--- src/rtl/dff_pipe_pkg.sv ---
// Shared constants and helpers for the elastic register pipeline.
package dff_pipe_pkg;
  localparam int DEF_WIDTH       = 8;
  localparam int DEF_DEPTH       = 3;
  localparam int DEF_RESET_VALUE = 0;

  // Occupancy counter width: enough to hold 0..depth, never narrower than 1.
  function automatic int COUNT_W(input int depth);
    return (depth < 1) ? 1 : $clog2(depth + 1);
  endfunction
endpackage

--- src/rtl/dff_pipe_stage.sv ---
// One valid/data register slot; advances when downstream is ready or it is empty.
module dff_pipe_stage #(
  parameter int                 WIDTH       = 8,
  parameter logic [WIDTH-1:0]   RESET_VALUE = '0
) (
  input  logic             clk,
  input  logic             rst,
  input  logic             flush,
  input  logic             vin,
  input  logic [WIDTH-1:0] din,
  input  logic             rdy_dn,
  output logic             rdy,
  output logic             v,
  output logic [WIDTH-1:0] d
);
  // An empty slot always accepts, which is what collapses bubbles.
  assign rdy = ~v | rdy_dn;

  always_ff @(posedge clk) begin
    if (rst) begin
      v <= 1'b0;
      d <= RESET_VALUE;
    end else if (flush) begin
      v <= 1'b0;
    end else if (rdy) begin
      v <= vin;
      if (vin) d <= din;
    end
  end
endmodule

--- src/rtl/dff_pipe.sv ---
// WIDTH x DEPTH bubble-collapsing register pipeline with valid/ready, flush and occupancy.
module dff_pipe
  import dff_pipe_pkg::*;
#(
  parameter int               WIDTH       = DEF_WIDTH,
  parameter int               DEPTH       = DEF_DEPTH,
  parameter logic [WIDTH-1:0] RESET_VALUE = WIDTH'(DEF_RESET_VALUE)
) (
  input  logic                        clk,
  input  logic                        rst,
  input  logic                        in_valid,
  input  logic [WIDTH-1:0]            in_data,
  output logic                        in_ready,
  output logic                        out_valid,
  output logic [WIDTH-1:0]            out_data,
  input  logic                        out_ready,
  input  logic                        flush,
  output logic [COUNT_W(DEPTH)-1:0]   count
);
  localparam int CW = COUNT_W(DEPTH);

  logic [DEPTH-1:0]            v;
  logic [DEPTH:0]              r;
  logic [DEPTH-1:0][WIDTH-1:0] d;
  logic                        in_xfer, out_xfer;
  logic [CW-1:0]               cnt;

  assign r[DEPTH] = out_ready;

  for (genvar k = 0; k < DEPTH; k++) begin : g_stg
    logic             vin;
    logic [WIDTH-1:0] din;
    if (k == 0) begin : g_head
      assign vin = in_valid;
      assign din = in_data;
    end else begin : g_body
      assign vin = v[k-1];
      assign din = d[k-1];
    end
    dff_pipe_stage #(.WIDTH(WIDTH), .RESET_VALUE(RESET_VALUE)) u_stg (
      .clk    (clk),
      .rst    (rst),
      .flush  (flush),
      .vin    (vin),
      .din    (din),
      .rdy_dn (r[k+1]),
      .rdy    (r[k]),
      .v      (v[k]),
      .d      (d[k])
    );
  end

  // Reset also masks the handshake so a beat is never counted as moved on a dropping edge.
  assign in_ready  = r[0] & ~flush & ~rst;
  assign out_valid = v[DEPTH-1] & ~flush & ~rst;
  assign out_data  = d[DEPTH-1];
  assign in_xfer   = in_valid & in_ready;
  assign out_xfer  = out_valid & out_ready;

  always_ff @(posedge clk) begin
    if (rst || flush)            cnt <= '0;
    else if (in_xfer && !out_xfer) cnt <= cnt + CW'(1);
    else if (!in_xfer && out_xfer) cnt <= cnt - CW'(1);
  end

  assign count = cnt;
endmodule

--- config.mk ---
export PLATFORM = sky130hd
export DESIGN_NAME = dff_pipe
export DESIGN_NICKNAME = d
export VERILOG_FILES = /design/src/rtl/dff_pipe_pkg.sv /design/src/rtl/dff_pipe_stage.sv /design/src/rtl/dff_pipe.sv
export SDC_FILE = /design/constraint.sdc
export NUM_CORES = 1
export LEC_CHECK = 0
export BUFFER_PORTS_ARGS = -buffer_cell sky130_fd_sc_hd__buf_2
export CAP_MARGIN = 20
export CORE_MARGIN = 5
export CORE_UTILIZATION = 55
export CTS_BUF_LIST = sky130_fd_sc_hd__clkbuf_8
export CTS_CLUSTER_DIAMETER = 120
export CTS_CLUSTER_SIZE = 14
export DETAILED_ROUTE_END_ITERATION = 8
export GPL_TIMING_DRIVEN = 0
export PLACE_DENSITY = 0.8
export SYNTH_ARGS = -nofsm -noshare
export SYNTH_HDL_FRONTEND = slang
export SYNTH_SLANG_ARGS = --single-unit
--- constraint.sdc ---
create_clock -name clk -period 2.1 [get_ports clk]
set_input_delay 0.42 -clock clk [delete_from_list [all_inputs] [get_ports clk]]
set_output_delay 0.42 -clock clk [all_outputs]
set_load 0.1 [all_outputs]
==> out/qor.txt, run 1 <==
Status -> completed
Root Driver -> clkbuf_8
WP data arrival -> 2.16 ns
Clk buf depth -> 2
F_max -> 509 MHz
Antenna viol nets, final -> 0
Number of fill cells -> 196
Post-Route WL -> 2.31 mm
Area of placed instances -> 1400 um^2
Num Clock Sinks -> 29
Area Growth Syn to Fin -> 20.7%
Ant. Diodes -> 0
Drt wl/cell -> 12.6 um
Top cell type's share of synthesized area -> 47.1%
Setup Fix Bufs, Post-CTS -> 0
Post-synthesis sequential area ratio -> 47.1%
RSZ-0062 raised after global routing -> no
VDD IR-drop max -> 0.497 mV
Highest routed layer -> met4
Total GRT Usage -> 15.7%
# hold bufs at CTS -> 0
Initial antenna violation count -> 0
Area contributors post-synth -> dfxtp_1, nand2b_1, mux2i_1
TritonCTS clock tree -> built
Sequential cell area -> 582 um^2
Syn Area/Cell -> 9.86 um^2
Vias per Instance -> 5.20
Most area-hungry cell type in the Yosys netlist -> dfxtp_1
Mapped Nets -> 139
# Max-Cap Violations -> 0
Maximum net fanout on the critical path -> 9
Most common flop cell mapped by yosys -> dfxtp_1
Crit end category -> flop
Met2 WL -> 1.10 mm
WL met3 -> 141 um
Post-synthesis register bit count -> 29
Die ar. -> 3290 um^2
Hold Crit Class -> in -> reg
Worst-Skew Late Latency -> 0.27 ns
Most frequent cells in the layout -> dfxtp_1, nand2b_1, buf_2
CP max stage cell -> or3_1
Synth async-reset ratio -> 0%
Post-CTS sizing -> 0
First drt pass iteration count -> 4
Final worst slack -> 0.137 ns
Final hold vios -> 0
Crit path kind -> reg -> reg
Rows -> 17
Detail Placement HPWL -> 1.80 mm
M1 wire length -> 1.05 mm
Critical Path RT -> 2.30 ns
Number of flops mapped to enable cells by yosys -> 0
Worst slew pin tran -> 0.491 ns
Chip width -> 57.3 um
PD cells -> 731 nW/um^2
Routability cong. -> 0.716
Initial DRC count -> 13
Max-slew headroom -> 67.5%
Pre-CTS setup slack -> -0.0893 ns
Total CTS buffers -> 5
Clk slew on worst S/H paths -> 0.06 ns
Final setup fails -> 0
Netlist cell types -> 24
DRC -> 0
Part of the cycle the worst path needs -> 93.5%
Initial core utilization -> 56.8%
Port bufs -> 23
Slowest stage delay, CP -> 0.37 ns
Number of H-tree levels -> 2
Pin count of the biggest net entering global routing -> 11
YS warnings -> 0
Number of global-route vias before repair -> 925
Setup Skew -> 0.00408 ns
Mapped Cells -> 125
Layout cells sized above 1 -> 27.6%
First-pass GRT wire length -> 4.02 mm
Post-Syn Area -> 1230 um^2
Die H -> 57.3 um
Final Critical Period -> 1.96 ns
Area of the multi-input gates -> 623 um^2
Max-slew violation count -> 0
Gr ovfl total -> 0
Core area -> 2170 um^2
Startpoint types -> flop
Most common cell after layout, fill and taps aside -> dfxtp_1
Nets@finish -> 169
Io pins -> 25
Worst path cell trace -> and4b_4 > nor3b_2 > buf_6 > nor2b_1 > ha_1 > or3_1 > a21boi_0
Static leakage -> 0.589 nW
Final Instance Area -> 1490 um^2
Via count -> 956
-- metrics by stage --
step	TNS, ns	power [mW]	hold WS, ns	instances	utilization, %
6_report	0	1.09	0.361	184	68.6
5_1_grt	0	1.14	0.362	184	68.6
4_1_cts	0	1.10	0.361	184	68.3
3_5_place_dp	-0.0893	0.665	0.465	176	64.4
3_3_place_gp	-0.0315	0.661	0.460	176	64.4
2_1_floorplan	-0.0262	0.640	0.444	125	-
-- layout make-up --
cell class,instances,area share (%)
plain buffers,8,2.94
clock buffers,5,4.63
flip-flops and latches,29,39.1
well taps,28,2.35
multi-input cells,88,41.9
repair buffers,23,7.91
clock inverters,3,1.18
-- state kept, by name, indices dropped and copies added, names as in the netlist --
register and flops:
g_stg.u_stg.d 24, g_stg.u_stg.v 3, count 2
-- worst max-delay path: cells and delay by family (launching register included) --
| kind | cells | cell delay, ns |
|---|---|---|
| fa+ha+maj | 1 | 0.26 |
| flops | 1 | 0.36 |
| simple gates | 4 | 0.91 |
| compound gates | 1 | 0.17 |
| buf+inv | 1 | 0.18 |
-- cells by family after synthesis --
group	synth area share, %
adders and majority gates	1.02
DFF	47.1
xor gates and xnor gates	1.42
muxes	13.0
AOI/OAI and AO/OA	10.5
and+or+nand+nor	23.6
buffers and inverters	3.45
-- final timing paths --
check	start	to	slack, ns	cells past startpoint
max	g_stg[1].u_stg.v	count[1]	0.14	7
min reg2reg	g_stg[1].u_stg.d[0]	g_stg[2].u_stg.d[0]	0.47	2
min	in_valid	g_stg[0].u_stg.v	0.36	2
max reg2reg	g_stg[1].u_stg.v	count[1]	0.14	7
-- where the power goes --
group	switching [mW]	internal [mW]	total, mW
sequential	0.00469	0.561	0.566
clock	0.206	0.228	0.434
combinational	0.0491	0.0380	0.0871
-- layer usage --
layer,vias to the layer above,GRT usage [%]
met2,21,25.3
met4,0,5.96
met5,-,0
met3,5,5.20
li1,488,-
met1,442,19.3
-- cell usage after synthesis, drive strengths merged, types with 2 or more instances --
master and instances:
nand3 8, o21ai 9, xor2 2, mux2i 16, nand2b 27, nor2b 2
nor3 3, o21a 2, buf 4, dfxtp 29, clkbuf 4, a21oi 10
Power figures use the tool's default switching activity.
==> run 2: changes to the inputs <==
--- a/config.mk
+++ b/config.mk
@@ -8,13 +8,12 @@
 export BUFFER_PORTS_ARGS = -buffer_cell sky130_fd_sc_hd__buf_2
 export CAP_MARGIN = 20
 export CORE_MARGIN = 5
-export CORE_UTILIZATION = 55
-export CTS_BUF_LIST = sky130_fd_sc_hd__clkbuf_8
+export CORE_UTILIZATION = 52
 export CTS_CLUSTER_DIAMETER = 120
 export CTS_CLUSTER_SIZE = 14
 export DETAILED_ROUTE_END_ITERATION = 8
 export GPL_TIMING_DRIVEN = 0
-export PLACE_DENSITY = 0.8
+export PLACE_DENSITY = 0.76
 export SYNTH_ARGS = -nofsm -noshare
 export SYNTH_HDL_FRONTEND = slang
 export SYNTH_SLANG_ARGS = --single-unit
==> out/qor.txt, run 2 (same netlist as run 1, synthesis figures left out) <==
Status -> completed (unchanged)
F_max -> 508 MHz (was 509 MHz)
Maximum net fanout on the critical path -> 10 (was 9)
Routability cong. -> 0.717 (was 0.716)
Crit end category -> output port (was flop)
Clk buf depth -> 2 (unchanged)
Slowest stage delay, CP -> 0.28 ns (was 0.37 ns)
Pre-CTS setup slack -> -0.100 ns (was -0.0893 ns)
Nets@finish -> 171 (was 169)
Startpoint types -> primary input (was flop)
Worst-case reg-to-reg path depth -> 7 (unchanged)
VDD IR-drop max -> 0.455 mV (was 0.497 mV)
Crit path kind -> in -> out (was reg -> reg)
Number of H-tree levels -> 2 (unchanged)
Number of fill cells -> 203 (was 196)
Chip width -> 58.7 um (was 57.3 um)
Worst path cell trace -> clkbuf_1 > clkbuf_2 > buf_2 > nor3_4 > clkbuf_4 (was and4b_4 > nor3b_2 > buf_6 > nor2b_1 > ha_1 > or3_1 > a21boi_0)
CP Depth -> 5 (was 7)
Initial DRC count -> 9 (was 13)
Final Critical Period -> 1.97 ns (was 1.96 ns)
Most flops, register -> g_stg.u_stg.d (unchanged)
Core area -> 2230 um^2 (was 2170 um^2)
Worst-Skew Late Latency -> 0.32 ns (was 0.27 ns)
Number of global-route vias before repair -> 953 (was 925)
DRC -> 0 (unchanged)
Static leakage -> 0.587 nW (was 0.589 nW)
Most common cell after layout, fill and taps aside -> dfxtp_1 (unchanged)
CP delay by family, top -> buffers and inverters (was simple AND/OR/NAND/NOR gates)
TritonCTS clock tree -> built (unchanged)
# hold bufs at CTS -> 0 (unchanged)
Final worst slack -> 0.132 ns (was 0.137 ns)
Rows -> 17 (unchanged)
Most frequent cells in the layout -> dfxtp_1, nand2b_1, buf_2 (unchanged)
Detail Placement HPWL -> 1.78 mm (was 1.80 mm)
Final core occ -> 65.7% (was 68.6%)
Hold Path Depth -> 2 (unchanged)
Gr ovfl total -> 0 (unchanged)
Final hold vios -> 0 (unchanged)
Initial antenna violation count -> 0 (unchanged)
Vias per Instance -> 5.10 (was 5.20)
CP max stage cell -> clkbuf_4 (was or3_1)
Die ar. -> 3440 um^2 (was 3290 um^2)
Worst slew pin tran -> 0.487 ns (was 0.491 ns)
Buf/Inv on CP -> 4 (was 1)
WP data arrival -> 1.55 ns (was 2.16 ns)
Ant. Diodes -> 0 (unchanged)
Post-Route WL -> 2.30 mm (was 2.31 mm)
RSZ-0062 raised after global routing -> no (unchanged)
Die H -> 58.7 um (was 57.3 um)
Initial core utilization -> 55.2% (was 56.8%)
Setup Skew -> 0.00572 ns (was 0.00408 ns)
Total CTS buffers -> 5 (unchanged)
Num Clock Sinks -> 29 (unchanged)
Hold Crit Class -> in -> reg (unchanged)
Max-slew violation count -> 0 (unchanged)
Drt wl/cell -> 12.4 um (was 12.6 um)
Layout cells sized above 1 -> 27.8% (was 27.6%)
PD cells -> 657 nW/um^2 (was 731 nW/um^2)
Port bufs -> 23 (unchanged)
Sequential cell area -> 582 um^2 (unchanged)
First-pass GRT wire length -> 3.97 mm (was 4.02 mm)
Critical Path RT -> 1.68 ns (was 2.30 ns)
# Max-Cap Violations -> 0 (unchanged)
Part of the cycle the worst path needs -> 93.7% (was 93.5%)
Pin count of the biggest net entering global routing -> 11 (unchanged)
Max-slew headroom -> 67.7% (was 67.5%)
Clk slew on worst S/H paths -> 0.09 ns (was 0.06 ns)
Largest register FFs -> 24 (unchanged)
Antenna viol nets, final -> 0 (unchanged)
Via count -> 949 (was 956)
Root Driver -> clkbuf_4 (was clkbuf_8)
Final setup fails -> 0 (unchanged)
Area of the multi-input gates -> 623 um^2 (unchanged)
Area Growth Syn to Fin -> 19.1% (was 20.7%)
Total GRT Usage -> 15.1% (was 15.7%)
Io pins -> 25 (unchanged)
First drt pass iteration count -> 4 (unchanged)
-- run 2: cell count changes in the layout (fill, tap and decap cells not counted), sizes merged --
cell	before	now
buf	26	28
clkbuf	10	11
clkinvlp	1	0
-- run 2: path summary, 6_finish.rpt --
| check | endpoint | startpoint | slack, ns |
|---|---|---|---|
| hold / removal | g_stg[0].u_stg.v | in_valid | 0.32 |
| setup reg to reg | count[1] | g_stg[1].u_stg.v | 0.17 |
| setup / recovery | in_ready | rst | 0.13 |
| hold reg to reg | g_stg[2].u_stg.d[1] | g_stg[1].u_stg.d[1] | 0.47 |
-- run 2: power breakdown --
group          total (mW)  leakage [nW]  internal (mW)  switching [mW]
combinational      0.0897         0.320         0.0403          0.0494
clock               0.309        0.0320          0.127           0.182
sequential          0.565         0.235          0.560         0.00446
-- run 2: worst register-to-register path, delay by kind of cell (launching register included) --
| kind | cells | cell delay (ns) |
|---|---|---|
| and+or+nand+nor | 4 | 0.84 |
| DFF | 1 | 0.40 |
| AOI/OAI and AO/OA | 1 | 0.18 |
| adders and majority gates | 1 | 0.31 |
| buffers and inverters | 1 | 0.12 |
-- run 2: area by class of cell --
class                   instances  share of cell area (%)
multi-input cells              88                    42.5
plain buffers                   8                    2.98
clock buffers                   6                    2.81
flip-flops and latches         29                    39.6
clock inverters                 2                   0.682
well taps                      28                    2.39
repair buffers                 25                    9.04
-- run 2: timing repair --
| item | CTS | global route |
|---|---|---|
| resized for setup | 0 | 4 |
| endpoints found under the setup margin | 0 | 2 |
| buffers inserted | 0 | 2 |
| endpoints found under the hold margin | 0 | 0 |
-- run 2: stage by stage --
stage	instance area (um^2)	hold slack, ns	total power [mW]	std cells	TNS (ns)
6_report	1470	0.319	0.964	186	0
5_1_grt	1470	0.331	1.02	186	0
4_1_cts	1450	0.310	0.973	184	0
3_5_place_dp	1400	0.458	0.665	176	-0.100
3_3_place_gp	1400	0.459	0.662	176	-0.0341
2_1_floorplan	1250	0.444	0.640	125	-0.0262
-- run 2: layer usage --
metal	share of wire (%)	routed length (um)	vias up	global-route usage, %
met5	0	0	-	0
met4	2.2	50	0	8.09
met3	6.3	144	7	5.26
met2	47	1080	22	24.6
met1	45	1030	430	17.5
li1	-	-	490	-
==> run 3: changes to the inputs <==
==> constraint.sdc (replaced) <==
create_clock -name clk -period 2.1 [get_ports clk]
set_input_delay 0.63 -clock clk [delete_from_list [all_inputs] [get_ports clk]]
set_output_delay 0.63 -clock clk [all_outputs]
set_load 0.1 [all_outputs]
==> out/qor.txt, run 3 (same netlist as run 1, synthesis figures left out) <==
Final hold vios -> 0 (unchanged)
Root Driver -> clkbuf_4 (unchanged)
Nets@finish -> 169 (was 171)
PD cells -> 694 nW/um^2 (was 657 nW/um^2)
Most flops, register -> g_stg.u_stg.d (unchanged)
Ant. Diodes -> 0 (unchanged)
Worst-case reg-to-reg path depth -> 7 (unchanged)
Core area -> 2230 um^2 (unchanged)
Hold Path Depth -> 2 (unchanged)
Worst R2R End -> count[1] (unchanged)
# hold bufs at CTS -> 0 (unchanged)
Worst reg2reg setup slack -> 0.12 ns (was 0.17 ns)
Total CTS buffers -> 5 (unchanged)
Final setup fails -> 0 (unchanged)
Die ar. -> 3440 um^2 (unchanged)
Max-slew headroom -> 67.8% (was 67.7%)
Crit path kind -> in -> out (unchanged)
Die H -> 58.7 um (unchanged)
WP data arrival -> 1.41 ns (was 1.55 ns)
Layout cells sized above 1 -> 28.8% (was 27.8%)
Hold Crit Class -> reg -> reg (was in -> reg)
Final Critical Period -> 2.04 ns (was 1.97 ns)
Gr ovfl total -> 0 (unchanged)
Most frequent cells in the layout -> dfxtp_1, nand2b_1, buf_2 (unchanged)
First-pass GRT wire length -> 4.05 mm (was 3.97 mm)
# Max-Cap Violations -> 0 (unchanged)
Total GRT Usage -> 16.0% (was 15.1%)
DRC -> 0 (unchanged)
Detail Placement HPWL -> 1.80 mm (was 1.78 mm)
Pin count of the biggest net entering global routing -> 11 (unchanged)
Worst path most repeated cell -> clkbuf_8
Post-Layout Cell Count -> 184 (was 186)
Max-slew violation count -> 0 (unchanged)
Number of H-tree levels -> 2 (unchanged)
Drt wl/cell -> 13.1 um (was 12.4 um)
RSZ-0062 raised after global routing -> no (unchanged)
Hold endpoint -> g_stg[2].u_stg.d[3] (was g_stg[0].u_stg.v)
Initial antenna violation count -> 0 (unchanged)
Vias per Instance -> 5.12 (was 5.10)
Clock power share -> 37.2% (was 32.1%)
Psw -> 0.254 mW (was 0.236 mW)
Worst-Skew Late Latency -> 0.33 ns (was 0.32 ns)
Most common cell after layout, fill and taps aside -> dfxtp_1 (unchanged)
Pint -> 0.799 mW (was 0.728 mW)
Rows -> 17 (unchanged)
Number of global-route vias before repair -> 946 (was 953)
Port bufs -> 23 (unchanged)
Status -> completed (unchanged)
Static leakage -> 0.601 nW (was 0.587 nW)
Area Growth Syn to Fin -> 23.1% (was 19.1%)
Crit end category -> output port (unchanged)
VDD IR-drop max -> 0.570 mV (was 0.455 mV)
Hold_sp -> g_stg[2].u_stg.d[3] (was in_valid)
TritonCTS clock tree -> built (unchanged)
Initial core utilization -> 55.2% (unchanged)
Routability cong. -> 0.699 (was 0.717)
Clk buf depth -> 2 (unchanged)
Num Clock Sinks -> 29 (unchanged)
Worst slew pin tran -> 0.487 ns (about the same)
Startpoint types -> primary input (unchanged)
Antenna viol nets, final -> 0 (unchanged)
DP Cell Count -> 176 (unchanged)
Critical Path RT -> 1.47 ns (was 1.68 ns)
RR Startpoint -> g_stg[1].u_stg.v (unchanged)
Chip width -> 58.7 um (unchanged)
Via count -> 942 (was 949)
First drt pass iteration count -> 4 (unchanged)
Area of placed instances -> 1420 um^2 (was 1400 um^2)
Part of the cycle the worst path needs -> 97.2% (was 93.7%)
F_max -> 490 MHz (was 508 MHz)
Switching Share -> 24.1% (was 24.5%)
Clk slew on worst S/H paths -> 0.09 ns (about the same)
Final Instance Area -> 1520 um^2 (was 1470 um^2)
Slowest stage delay, CP -> 0.20 ns (was 0.28 ns)
Maximum net fanout on the critical path -> 10 (unchanged)
Io pins -> 25 (unchanged)
Setup Skew -> 0.00291 ns (was 0.00572 ns)
Largest register FFs -> 24 (unchanged)
Flop pwr share -> 53.7% (was 58.6%)
Worst path cell trace -> clkbuf_8 > clkbuf_8 > buf_6 > nor3_4 > buf_12 (was clkbuf_1 > clkbuf_2 > buf_2 > nor3_4 > clkbuf_4)
Combinational Power Share -> 9.1% (was 9.3%)
Initial DRC count -> 16 (was 9)
CP max stage cell -> buf_12 (was clkbuf_4)
Post-Route WL -> 2.41 mm (was 2.30 mm)
Number of fill cells -> 198 (was 203)
==> run 3: changes by cell type in the layout (fill, tap and decap cells not counted), sizes merged <==
cell / change
buf: -1
clkinv: -1
==> run 3: worst max-delay path by stage <==
stage	start	to	slack, ns	cells after the start
floorplan	rst	in_ready	-0.36	4
global placement	out_ready	count[1]	-0.24	8
detailed placement	out_ready	count[1]	-0.28	8
CTS	flush	out_valid	0.01	4
global route	g_stg[1].u_stg.v	count[1]	0.02	7
finish	rst	in_ready	0.06	5
==> run 3: power by group through the flow <==
stage | clock, mW | sequential [mW] | combinational [mW]
after floorplan | 0 | 0.583 | 0.0615
after global placement | 0 | 0.577 | 0.0894
after detailed placement | 0 | 0.578 | 0.0922
after CTS | 0.397 | 0.565 | 0.0968
after global routing | 0.430 | 0.567 | 0.103
final | 0.391 | 0.565 | 0.0962
==> run 3: critical path: cells and delay by family <==
kind / cells / cell delay, ns
buffers and inverters: 4 / 0.64
and+or+nand+nor: 1 / 0.14
==> run 3: what timing repair did <==
item / 4_1_cts / 5_1_grt
cloned: 0 / 0
endpoints found under the setup margin: 2 / 2
buffers inserted: 0 / 0
resized for setup: 6 / 3
pin swaps: 1 / 0
==> run 3: area by class of cell <==
type,count,area [um^2],share of cell area [%]
Clock inverter,1,5.00,0.330
Multi-Input combinational cell,88,626,41.2
Buffer,8,68.8,4.53
Sequential cell,29,582,38.3
Timing Repair Buffer,23,136,8.99
Tap cell,28,35.0,2.31
Clock buffer,7,65.1,4.29
==> run 3: stage by stage <==
step	worst slack (ns)	setup TNS, ns	hold slack, ns	power, mW	utilization (%)
2_1_floorplan	-0.359	-0.530	0.443	0.645	-
3_3_place_gp	-0.238	-0.620	0.460	0.667	63.7
3_5_place_dp	-0.278	-0.705	0.465	0.670	63.7
4_1_cts	0.0119	0	0.474	1.06	67.7
5_1_grt	0.0212	0	0.503	1.10	68.0
6_report	0.0595	0	0.476	1.05	68.0
==> run 3: per-layer routing <==
metal	GRT usage (%)	share of wire, %
met2	25.4	47
met4	11.7	1.5
met5	0	0
met3	4.82	7.7
met1	18.3	44
